<file path="config.mk">
export PLATFORM = sky130hd
export DESIGN_NAME = hazard_stall_unit
export DESIGN_NICKNAME = d
export VERILOG_FILES = /design/src/rtl/hazard_stall_unit_pkg.sv /design/src/rtl/hazard_stall_unit_mdu_busy_timer.sv /design/src/rtl/hazard_stall_unit.sv
export SDC_FILE = /design/constraint.sdc
export NUM_CORES = 1
export LEC_CHECK = 0
export CELL_PAD_IN_SITES_DETAIL_PLACEMENT = 0
export CELL_PAD_IN_SITES_GLOBAL_PLACEMENT = 1
export CORE_MARGIN = 2
export CORE_UTILIZATION = 22
export DETAILED_ROUTE_END_ITERATION = 7
export PLACE_DENSITY_LB_ADDON = 0.1
export SLEW_MARGIN = 20
export SYNTH_ARGS = -nofsm -noshare
export SYNTH_HDL_FRONTEND = slang
export SYNTH_SLANG_ARGS = --single-unit
</file>
<file path="constraint.sdc">
create_clock -name clk -period 1.27 [get_ports clk]
set_input_delay 0.1905 -clock clk [delete_from_list [all_inputs] [get_ports clk]]
set_output_delay 0.1905 -clock clk [all_outputs]
set_load 0.05 [all_outputs]
</file>
<file path="src/rtl/hazard_stall_unit_pkg.sv">
// Shared definitions for the ID-stage hazard/stall unit: FSM state encoding,
// the hard-wired zero register, the default register-address width, the MDU
// countdown width and the bundle of pipeline control outputs.
package hazard_stall_unit_pkg;

    localparam int RA_W_DEF  = 5;
    // Four bits cover the legal MDU_LATENCY range of 2..15.
    localparam int MDU_CNT_W = 4;

    localparam logic [0:0] HZ_RUN      = 1'b0;
    localparam logic [0:0] HZ_MDU_BUSY = 1'b1;

    localparam logic [RA_W_DEF-1:0] REG_ZERO = '0;

    typedef struct packed {
        logic pc_write;
        logic ifid_write;
        logic idex_bubble;
        logic ifid_flush;
    } hz_ctrl_t;

    localparam hz_ctrl_t CTRL_NORMAL = '{pc_write: 1'b1, ifid_write: 1'b1, idex_bubble: 1'b0, ifid_flush: 1'b0};
    localparam hz_ctrl_t CTRL_STALL  = '{pc_write: 1'b0, ifid_write: 1'b0, idex_bubble: 1'b1, ifid_flush: 1'b0};
    localparam hz_ctrl_t CTRL_FLUSH  = '{pc_write: 1'b1, ifid_write: 1'b1, idex_bubble: 1'b1, ifid_flush: 1'b1};

endpackage

</file>
<file path="src/rtl/hazard_stall_unit_mdu_busy_timer.sv">
// mdu_busy_timer: tracks an in-flight mult/div. A start loads MDU_LATENCY-1
// and the flag stays high until the count runs out, so a HI/LO reader in ID
// is held exactly until the MDU result is forwardable.
module mdu_busy_timer
    import hazard_stall_unit_pkg::*;
#(
    parameter int MDU_LATENCY = 4
) (
    input  logic clk,
    input  logic rst_n,
    input  logic start,
    output logic busy
);

    localparam logic [MDU_CNT_W-1:0] CNT_LOAD = MDU_CNT_W'(MDU_LATENCY - 1);

    logic [0:0]           state_q, state_d;
    logic [MDU_CNT_W-1:0] cnt_q, cnt_d;

    // Next-state logic: load on start, count down while busy, drop out at 1.
    always_comb begin
        // NOTE: every variable gets a default first so no path can infer a latch.
        state_d = state_q;
        cnt_d   = cnt_q;
        case (state_q)
            HZ_RUN: begin
                if (start) begin
                    state_d = HZ_MDU_BUSY;
                    cnt_d   = CNT_LOAD;
                end
            end
            HZ_MDU_BUSY: begin
                if (start) begin
                    // Illegal while busy (the reader is held), but recover by
                    // restarting the count for the newly issued op.
                    cnt_d = CNT_LOAD;
                end else if (cnt_q == MDU_CNT_W'(1)) begin
                    state_d = HZ_RUN;
                    cnt_d   = '0;
                end else begin
                    cnt_d = cnt_q - MDU_CNT_W'(1);
                end
            end
            default: begin
                state_d = HZ_RUN;
                cnt_d   = '0;
            end
        endcase
    end

    // State and counter registers; reset discards any in-flight count.
    always_ff @(posedge clk or negedge rst_n) begin
        // NOTE: non-blocking assignments so every flop samples pre-edge values.
        if (!rst_n) begin
            state_q <= HZ_RUN;
            cnt_q   <= '0;
        end else begin
            state_q <= state_d;
            cnt_q   <= cnt_d;
        end
    end

    assign busy = (state_q == HZ_MDU_BUSY);

endmodule

</file>
<file path="src/rtl/hazard_stall_unit.sv">
// hazard_stall_unit: ID-stage hazard control for the hazards forwarding cannot
// cover: load-use (one bubble), HI/LO readers behind a busy MDU, and taken
// branch flushes. Outputs are Mealy (registered MDU state + current inputs).
// Optional build macro HAZ_PERF_CNT_EN adds saturating stall/flush counters.
module hazard_stall_unit
    import hazard_stall_unit_pkg::*;
#(
    parameter int MDU_LATENCY = 4,
    parameter int RA_W        = RA_W_DEF
`ifdef HAZ_PERF_CNT_EN
    , parameter int CNT_W     = 32
`endif
) (
    input  logic            clk,
    input  logic            rst_n,
    input  logic [RA_W-1:0] IFID_Rs,
    input  logic [RA_W-1:0] IFID_Rt,
    input  logic            IFID_UsesRt,
    input  logic            IFID_ReadsHiLo,
    input  logic            IDEX_MemRead,
    input  logic [RA_W-1:0] IDEX_Rt,
    input  logic            IDEX_MduStart,
    input  logic            branch_taken,
    output logic            PCWrite,
    output logic            IFIDWrite,
    output logic            IDEX_Bubble,
    output logic            IFID_Flush,
    output logic            mdu_busy
`ifdef HAZ_PERF_CNT_EN
    , output logic [CNT_W-1:0] load_stall_cnt
    , output logic [CNT_W-1:0] mdu_stall_cnt
    , output logic [CNT_W-1:0] flush_cnt
`endif
);

    logic     load_use;
    logic     mdu_hold;
    hz_ctrl_t ctrl;

    mdu_busy_timer #(
        .MDU_LATENCY (MDU_LATENCY)
    ) u_mdu_busy_timer (
        .clk   (clk),
        .rst_n (rst_n),
        .start (IDEX_MduStart),
        .busy  (mdu_busy)
    );

    // $0 is hard-wired, so a load targeting it can never create a hazard.
    assign load_use = IDEX_MemRead && (IDEX_Rt != RA_W'(REG_ZERO)) &&
                      ((IDEX_Rt == IFID_Rs) || (IFID_UsesRt && (IDEX_Rt == IFID_Rt)));
    assign mdu_hold = mdu_busy && IFID_ReadsHiLo;

    // Priority mux: a taken branch discards the wrong-path stall request.
    always_comb begin
        ctrl = CTRL_NORMAL;
        if (branch_taken) begin
            ctrl = CTRL_FLUSH;
        end else if (load_use || mdu_hold) begin
            ctrl = CTRL_STALL;
        end
    end

    assign PCWrite     = ctrl.pc_write;
    assign IFIDWrite   = ctrl.ifid_write;
    assign IDEX_Bubble = ctrl.idex_bubble;
    assign IFID_Flush  = ctrl.ifid_flush;

`ifdef HAZ_PERF_CNT_EN
    logic [CNT_W-1:0] load_stall_cnt_q, load_stall_cnt_d;
    logic [CNT_W-1:0] mdu_stall_cnt_q, mdu_stall_cnt_d;
    logic [CNT_W-1:0] flush_cnt_q, flush_cnt_d;

    // Saturating counters, each bumped when its priority case owns the outputs.
    always_comb begin
        load_stall_cnt_d = load_stall_cnt_q;
        mdu_stall_cnt_d  = mdu_stall_cnt_q;
        flush_cnt_d      = flush_cnt_q;
        if (branch_taken) begin
            if (flush_cnt_q != '1) flush_cnt_d = flush_cnt_q + CNT_W'(1);
        end else begin
            if (load_use && (load_stall_cnt_q != '1)) load_stall_cnt_d = load_stall_cnt_q + CNT_W'(1);
            if (mdu_hold && (mdu_stall_cnt_q != '1))  mdu_stall_cnt_d  = mdu_stall_cnt_q + CNT_W'(1);
        end
    end

    // Counter registers, cleared by reset.
    always_ff @(posedge clk or negedge rst_n) begin
        if (!rst_n) begin
            load_stall_cnt_q <= '0;
            mdu_stall_cnt_q  <= '0;
            flush_cnt_q      <= '0;
        end else begin
            load_stall_cnt_q <= load_stall_cnt_d;
            mdu_stall_cnt_q  <= mdu_stall_cnt_d;
            flush_cnt_q      <= flush_cnt_d;
        end
    end

    assign load_stall_cnt = load_stall_cnt_q;
    assign mdu_stall_cnt  = mdu_stall_cnt_q;
    assign flush_cnt      = flush_cnt_q;
`endif

endmodule

</file>
-- Word-level counts from Yosys, hierarchy flattened
Index checks and enable logic that the tools add are counted.
- add/sub/neg operators: 1
- equality and inequality tests: 4
- mux-type cells: 10
- bitwise gates (word level): 1
- reduce and logical (&&, ||, !) cells: 7
- operators by type and width (operator ; number):
    $mux W4 ; 5
    $eq A5 B5 Y1 ; 2
    $pmux W4 S2 ; 1
    $reduce_bool A5 Y1 ; 1
    $eq A4 B1 Y1 const B ; 1
    $logic_and A1 B1 Y1 ; 4
    $sub A4 B1 Y4 const B ; 1
    $mux W1 ; 3
    $logic_or A1 B1 Y1 ; 2
    $ne A2 B2 Y1 const B ; 1
    $pmux W1 S2 ; 1
    $not A1 Y1 ; 1
- register bits after elaboration: 5
- output and inout bits: 5
- word-level logic and storage cells: 25

-- Depth between registers and ports, before layout
Gate-level depths: netlist of the first run.
- word-level depth: 7
- mapped depth: 6
- gate-level depth less buffers: 6

-- Cells and area by module
From an unflattened synthesis of the first run, not the netlist that was laid out.
- cell total of the unflattened synthesis: 48
- area, all modules: 446.7 sq um
- modules (own cells, without submodules) (module ; times used ; cells each ; area an instance (sq um) ; seq. area each (sq um)):
    mdu_busy_timer ; 1 ; 26 ; 271.5 ; 125.1
    hazard_stall_unit ; 1 ; 22 ; 175.2 ; 0.0

-- Least setup slack after synthesis of the first run
No wires, ideal clock.
- path type: input to output
- start: input port IDEX_Rt[3]
- end: output port IDEX_Bubble
- arrival time: 1830 ps
- data required time: 1080 ps
- setup slack: -750 ps
- cell stages on the path: 4
- path buffers: 0
- path through: xor2_1 nor4_1 a32oi_1 o21ai_0
- cells in the longest elaborated chain, start to end: 7
- elaborated cells between the ends (all ways): 10
- those cells by class: eq/ne (2); mux (2); reduce/logical (6)
- ends and longest elaborated chain (what ; RTL line ; text):
    start: declaration ; hazard_stall_unit.sv:21 ; input logic [RA_W-1:0] IDEX_Rt,
    $eq A5 B5 Y1 ; hazard_stall_unit.sv:51 ; ((IDEX_Rt == IFID_Rs) || (IFID_UsesRt && (IDEX_Rt == IFID_Rt)));
    $logic_and A1 B1 Y1 ; hazard_stall_unit.sv:51 ;
    $logic_or A1 B1 Y1 ; hazard_stall_unit.sv:51 ;
    $logic_and A1 B1 Y1 * ; hazard_stall_unit.sv:50 ; assign load_use = IDEX_MemRead && (IDEX_Rt != RA_W'(REG_ZERO)) &&
    $logic_or A1 B1 Y1 * ; hazard_stall_unit.sv:59 ; end else if (load_use || mdu_hold) begin
    $mux W4 * ; hazard_stall_unit.sv:59 ;
    $mux W4 * ; hazard_stall_unit.sv:57 ; if (branch_taken) begin
    end: declaration ; hazard_stall_unit.sv:26 ; output logic IDEX_Bubble,
Every way passes the cells marked *; elsewhere a longest branch is shown, timed or not.

-- Final worst setup path of the first run
- start: input port IDEX_Rt[3]
- end: output port PCWrite
- cells in the longest elaborated chain, start to end: 7
- elaborated cells between the ends (all ways): 10
- those cells by class: eq/ne (2); mux (2); reduce/logical (6)
- ends and longest elaborated chain (what ; RTL line ; text):
    $eq A5 B5 Y1 ; hazard_stall_unit.sv:51 ;
    $logic_and A1 B1 Y1 ; hazard_stall_unit.sv:51 ;
    $logic_or A1 B1 Y1 ; hazard_stall_unit.sv:51 ;
    $logic_and A1 B1 Y1 * ; hazard_stall_unit.sv:50 ;
    $logic_or A1 B1 Y1 * ; hazard_stall_unit.sv:59 ;
    $mux W4 * ; hazard_stall_unit.sv:59 ;
    $mux W4 * ; hazard_stall_unit.sv:57 ;
    end: declaration ; hazard_stall_unit.sv:24 ; output logic PCWrite,
Marked as above.

==> results.py, run 1 <==
metrics = {
    "setup_path": {
        "worstPathArrival_ns": 1.40,
        "crit_type": "primary input to output pin",
        "worst_setup_path_end_kind": "output pin",
        "critPathRequiredTime_ns": 1.08,
        "cp_max_fo": 3,
        "cp-start-kind": "primary input",
    },
    "synth": {
        "synth-seq-cells": 5,
        "yosys_warnings": 0,
        "synth.distinct_cells": 23,
        "synth_fa_ha_area_share_pct": 5.747,
        "synth_compound_area_share_pct": 12.93,
        "synthesis.nets": 72,
        "synth_largest_area_cell": "dfrtp_1",
        "synth_edf_count": 0,
        "synth_flop_cell": "dfrtp_1",
        "synth_xor_area_share_pct": 22.13,
        "synth.area.mux_share_pct": 0,
        "synth-seq-area-share_pct": 28.74,
        "synth_area_um2": 435.4,
        "synth_top_area_share_pct": 28.74,
        "async_flop_share_pct": 100.0,
        "synth_top_family_by_area": "simple AND/OR/NAND/NOR gates",
        "syn_inst": 48,
        "avgSynthCellArea_um2": 9.071,
        "yosys.area_share.simple_pct": 22.70,
        "synth_area_leaders": "dfrtp_1, xor2_1, ha_1, nand2b_1, xnor2_1",
    },
    "route": {
        "num_vias": 477,
        "avgRoutedWirePerCell_um": 11.77,
        "wirelength_mm": 1.342,
        "antenna_left": 0,
        "viasPerCell": 4.184,
        "first_pass_iters": 2,
        "drc_errors": 0,
        "first_iter_violations": 1,
    },
    "global_route": {
        "groute.usage.overall_pct": 11.88,
        "grt_max_degree": 9,
        "grt_pass1_vias": 511,
        "antenna_found_initial": 0,
        "grt_pass1_wl_mm": 2.104,
        "grt_overflow_total": 0,
    },
    "run": {
        "maxCapViolCount": 0,
    },
    "placement": {
        "hpwl_mm": 1.032,
        "io_buffers": 26,
        "gp_congestion": 0.6840,
    },
    "die": {
        "core_area_mm2": 0.001922,
        "die_w_um": 48.49,
        "ios": 27,
        "start_util_pct": 22.66,
        "row_count": 16,
        "dieHeight_um": 48.49,
        "die-area_mm2": 0.002351,
    },
    "cts": {
        "cts_made_buffers": 3,
        "cts_buffer_depth": 2,
        "htree_levels": 1,
        "clock-sinks": 5,
        "insertion_delay_ns": 0.23,
        "cts_tree": "yes",
        "path_clk_slew_ns": 0.04,
        "clockRootBuffer": "clkbuf_4",
    },
    "layout": {
        "drive_gt1_share_pct": 55.17,
        "synthToLayoutAreaGrowth_pct": 129.3,
        "diodes": 0,
        "fin_nets": 112,
        "fin_util_pct": 51.95,
    },
    "timing": {
        "slew_headroom_pct": 84.30,
        "setup_ws_ns": -0.3193,
        "timing.final.crit_share_pct": 125.1,
        "fin_crit_ns": 1.589,
        "finalHoldViolCount": 0,
        "rsz0062_at_grt": "true",
        "worstMarginPinSlew_ns": 0.2335,
        "slew_viol_final": 0,
        "setup_viol": 4,
        "skew_ns": 0.002027,
        "max_freq_mhz": 629.2,
        "hold_ws_ns": 0.1773,
    },
    "power_and_ir_drop": {
        "p_leak_nw": 0.4347,
        "ir_worst_vdd_v": 0.0006748,
        "p_per_area_mw_per_mm2": 1238,
    },
    "run_status": {
        "violations": "setup timing",
        "status": "finished, violations left",
    },
    "min_path": {
        "min_path_type": "primary input to async pin",
    },
}
-- flip-flops by register name, summed over array words and instances, names as in the netlist --
| register | count |
|---|---|
| u_mdu_busy_timer.busy | 1 |
| u_mdu_busy_timer.cnt_q | 4 |
-- repair_timing --
action | 4_1_cts | 5_1_grt
endpoints found under the setup margin | 4 | 7
gates cloned | 0 | 0
hold buffers | 0 | 0
pin swaps | 11 | 7
setup buffers | 1 | 2
resized for setup | 48 | 17
-- where the power goes --
group,switching (mW),internal [mW]
sequential,0.0565,0.211
combinational,0.359,0.432
clock,0.0595,0.118
-- area by class of cell --
class | count | area, µm²
repair buffers | 38 | 406.6
inverters | 2 | 10.01
well taps | 27 | 33.78
fillers | 186 | 923.4
clock buffers | 4 | 26.28
multi-input cells | 38 | 395.4
flip-flops and latches | 5 | 126.4
-- critical path, stage by stage --
cell     delay [ns]
buf_8          0.10
xor2_2         0.17
nor4_2         0.29
a32oi_2        0.16
o31a_4         0.33
buf_12         0.15
-- placed cells by master, fill, tap and decap left out, types with 2 or more instances in the layout --
cell / instances
a21oi_1: 2
buf_2: 2
ha_4: 2
buf_12: 6
dlygate4sd2_1: 7
xor2_2: 2
xnor2_1: 2
nor2_1: 3
clkdlybuf4s50_1: 6
xor2_1: 7
o21ai_4: 2
buf_6: 6
nand2b_1: 3
dfrtp_1: 4
nor3_2: 2
clkbuf_4: 3
buf_4: 9
-- logic make-up after synthesis --
| group | count (synthesis) |
|---|---|
| XOR/XNOR | 11 |
| AO/OA/AOI/OAI | 9 |
| adder cells (fa/ha/maj) | 2 |
| AND/OR/NAND/NOR | 16 |
| buffers and inverters | 5 |
| flip-flops | 5 |
-- path summary, 6_finish.rpt --
check / start / to / slack [ns] / depth (start not counted)
worst min-delay path: rst_n / u_mdu_busy_timer.cnt_q[0] / 0.18 / 1
worst max register to register: u_mdu_busy_timer.cnt_q[0] / u_mdu_busy_timer.cnt_q[3] / -0.04 / 4
max in group asynchronous: rst_n / u_mdu_busy_timer.busy / 0.89 / 1
min in group clk: IDEX_MduStart / u_mdu_busy_timer.cnt_q[2] / 0.57 / 2
worst max-delay path: IDEX_Rt[3] / PCWrite / -0.32 / 6
worst min register to register: u_mdu_busy_timer.cnt_q[1] / u_mdu_busy_timer.cnt_q[1] / 0.59 / 2
-- cells in the mapped netlist (2+ instances only) --
cell type,n
nor2_1,3
buf_4,2
nand2b_1,3
nand2_1,2
o21ai_0,2
ha_1,2
a21oi_1,3
nor3_1,2
xnor2_1,2
xor2_1,9
dfrtp_1,5
inv_1,2
-- through the flow --
step	instance area [µm²]	power, mW	setup slack [ns]	std cells	setup TNS, ns
6_report	998.5	1.236	-0.3193	114	-0.9719
4_1_cts	925.9	1.119	-0.3645	113	-1.016
3_5_place_dp	869.6	0.8907	-0.7160	108	-2.134
3_3_place_gp	869.6	0.8905	-0.7232	108	-2.168
5_1_grt	998.5	1.334	-0.3875	114	-1.259
2_1_floorplan	471.7	0.5913	-0.2264	48	-0.5823
-- metal layers --
metal	wire length (µm)	vias up	GRT usage, %
met5	0	-	0
met4	12	0	7.143
met3	26	2	1.852
met2	820	9	21.06
met1	482	229	13.37
li1	-	237	-
No activity file was read; power rests on OpenSTA's default activity.
==> inputs of run 2 (changes only) <==
--- a/config.mk
+++ b/config.mk
@@ -7,10 +7,11 @@
 export LEC_CHECK = 0
 export CELL_PAD_IN_SITES_DETAIL_PLACEMENT = 0
 export CELL_PAD_IN_SITES_GLOBAL_PLACEMENT = 1
-export CORE_MARGIN = 2
+export CORE_MARGIN = 3
 export CORE_UTILIZATION = 22
 export DETAILED_ROUTE_END_ITERATION = 7
 export PLACE_DENSITY_LB_ADDON = 0.1
+export RECOVER_POWER = 100
 export SLEW_MARGIN = 20
 export SYNTH_ARGS = -nofsm -noshare
 export SYNTH_HDL_FRONTEND = slang
==> run 2 against run 1 <==
Sequential cell count is the same. Critical endpoint is now IFIDWrite. Sequential share of layout area grew 1.0 points. The run still ends with setup timing left. Die area grew 8.4%. Worst hold slack improved by 0.057 ns. Highest routed layer unchanged. Cell count down 0.88%. Via count shrank 0.21%. Critical path type unchanged.
==> results.py, run 2 (same netlist as run 1, synthesis figures left out) <==
metrics = {
    "run_status": {
        "violations": "setup timing",
        "status": "finished, violations left",
    },
    "setup_path": {
        "cp-start-kind": "primary input",
        "slowest_delay_ns": 0.49,
        "critical_path.cell_chain": "buf_6, buf_4, or4_4, o21ai_4, o31a_4, buf_12",
        "critPathRequiredTime_ns": 1.08,
        "worst_setup_path_end_kind": "output pin",
        "worstPathArrival_ns": 1.40,
        "crit_type": "primary input to output pin",
        "cp_max_fo": 2,
        "slowest_stage": "or4_4",
    },
    "layout": {
        "stdcell_count": 113,
        "design_area_um2": 923.4,
        "drive_gt1_share_pct": 47.73,
        "final_common_cell": "buf_4",
        "final_cell_mix": "buf_4, xor2_1, dlygate4sd2_1",
        "synthToLayoutAreaGrowth_pct": 112.1,
        "diodes": 0,
        "fin_nets": 113,
        "largest_reg_flops": 4,
        "top_register": "u_mdu_busy_timer.cnt_q",
        "fin_util_pct": 51.25,
    },
    "placement": {
        "dp_cells": 106,
        "gp_congestion": 0.6656,
        "io_buffers": 26,
        "pre_cts_ws_ns": -0.7145,
        "hpwl_um": 983.8,
        "placed_area_um2": 854.6,
    },
    "timing": {
        "skew_ns": 0.004563,
        "setup_viol": 4,
        "max_freq_mhz": 630.4,
        "timing.final.crit_share_pct": 124.9,
        "worstMarginPinSlew_ns": 0.2295,
        "hold_ws_ns": 0.2342,
        "slew_headroom_pct": 84.57,
        "setup_ws_ns": -0.3162,
        "setup-tns-final_ns": -0.9210,
        "rsz0062_at_grt": "true",
        "slew_viol_final": 0,
        "fin_crit_ns": 1.586,
        "finalHoldViolCount": 0,
    },
    "cts": {
        "path_clk_slew_ns": 0.05,
        "clock-sinks": 5,
        "insertion_delay_ns": 0.24,
        "cts_made_buffers": 3,
        "cts_tree": "yes",
        "htree_levels": 1,
        "clockRootBuffer": "clkbuf_4",
        "cts_buffer_depth": 2,
    },
    "power_and_ir_drop": {
        "p_per_area_mw_per_mm2": 1193,
        "ir_worst_vdd_v": 0.0005086,
        "finalPower_mw": 1.102,
        "p_leak_nw": 0.4259,
    },
    "die": {
        "die_w_um": 50.49,
        "die-area_mm2": 0.002549,
        "core_area_mm2": 0.001802,
        "row_count": 15,
        "ios": 27,
        "start_util_pct": 24.17,
        "dieHeight_um": 50.49,
    },
    "route": {
        "viasPerCell": 4.212,
        "num_vias": 476,
        "first_iter_violations": 1,
        "avgRoutedWirePerCell_um": 10.52,
        "antenna_left": 0,
        "first_pass_iters": 4,
        "wirelength_mm": 1.189,
        "drc_errors": 0,
    },
    "run": {
        "maxCapViolCount": 0,
    },
    "global_route": {
        "groute.usage.overall_pct": 9.485,
        "grt_pass1_wl_mm": 1.787,
        "antenna_found_initial": 0,
        "grt_pass1_vias": 450,
        "grt_max_degree": 6,
        "grt_overflow_total": 0,
    },
    "min_path": {
        "min_path_type": "primary input to async pin",
    },
}
[run 2: final timing paths]
kind | cells past startpoint | start | slack, ns | endpoint
worst max register to register | 3 | u_mdu_busy_timer.cnt_q[0] | -0.01 | u_mdu_busy_timer.cnt_q[3]
worst min-delay path | 1 | rst_n | 0.23 | u_mdu_busy_timer.cnt_q[3]
min in group clk | 2 | u_mdu_busy_timer.cnt_q[1] | 0.57 | u_mdu_busy_timer.cnt_q[1]
worst max-delay path | 6 | IDEX_Rt[3] | -0.32 | IFIDWrite
max in group asynchronous | 1 | rst_n | 0.82 | u_mdu_busy_timer.busy
worst min register to register | 2 | u_mdu_busy_timer.cnt_q[1] | 0.57 | u_mdu_busy_timer.cnt_q[1]
[run 2: repair_timing]
action                                  CTS  global route
gates resized for setup                  39            13
pin swaps                                 9             4
endpoints found under the setup margin    4             6
setup buffers                             3             0
hold buffers                              0             0
[run 2: where the power goes]
part           total (mW)  switching (mW)  internal [mW]
sequential          0.264          0.0532          0.211
combinational       0.653           0.294          0.359
clock               0.185          0.0658          0.119
[run 2: layout make-up]
class                   instances  area [µm²]
well taps                      25       31.28
fillers                       192       878.3
clock buffers                   4       26.28
multi-input cells              38       347.8
flip-flops and latches          5       126.4
repair buffers                 39       384.1
inverters                       2       7.507
[run 2: critical path: cells and delay by family]
family	cells	cell delay (ns)
AND/OR/NAND/NOR	1	0.49
buffers and inverters	3	0.37
AO/OA/AOI/OAI	2	0.35
[run 2: routing by layer]
layer	vias to the layer above	part of all wire (%)	track usage (%)
met1	214	37	10.34
met4	0	0.67	4.036
li1	240	-	-
met3	2	6.6	3.858
met2	20	55	16.09
met5	-	0	0
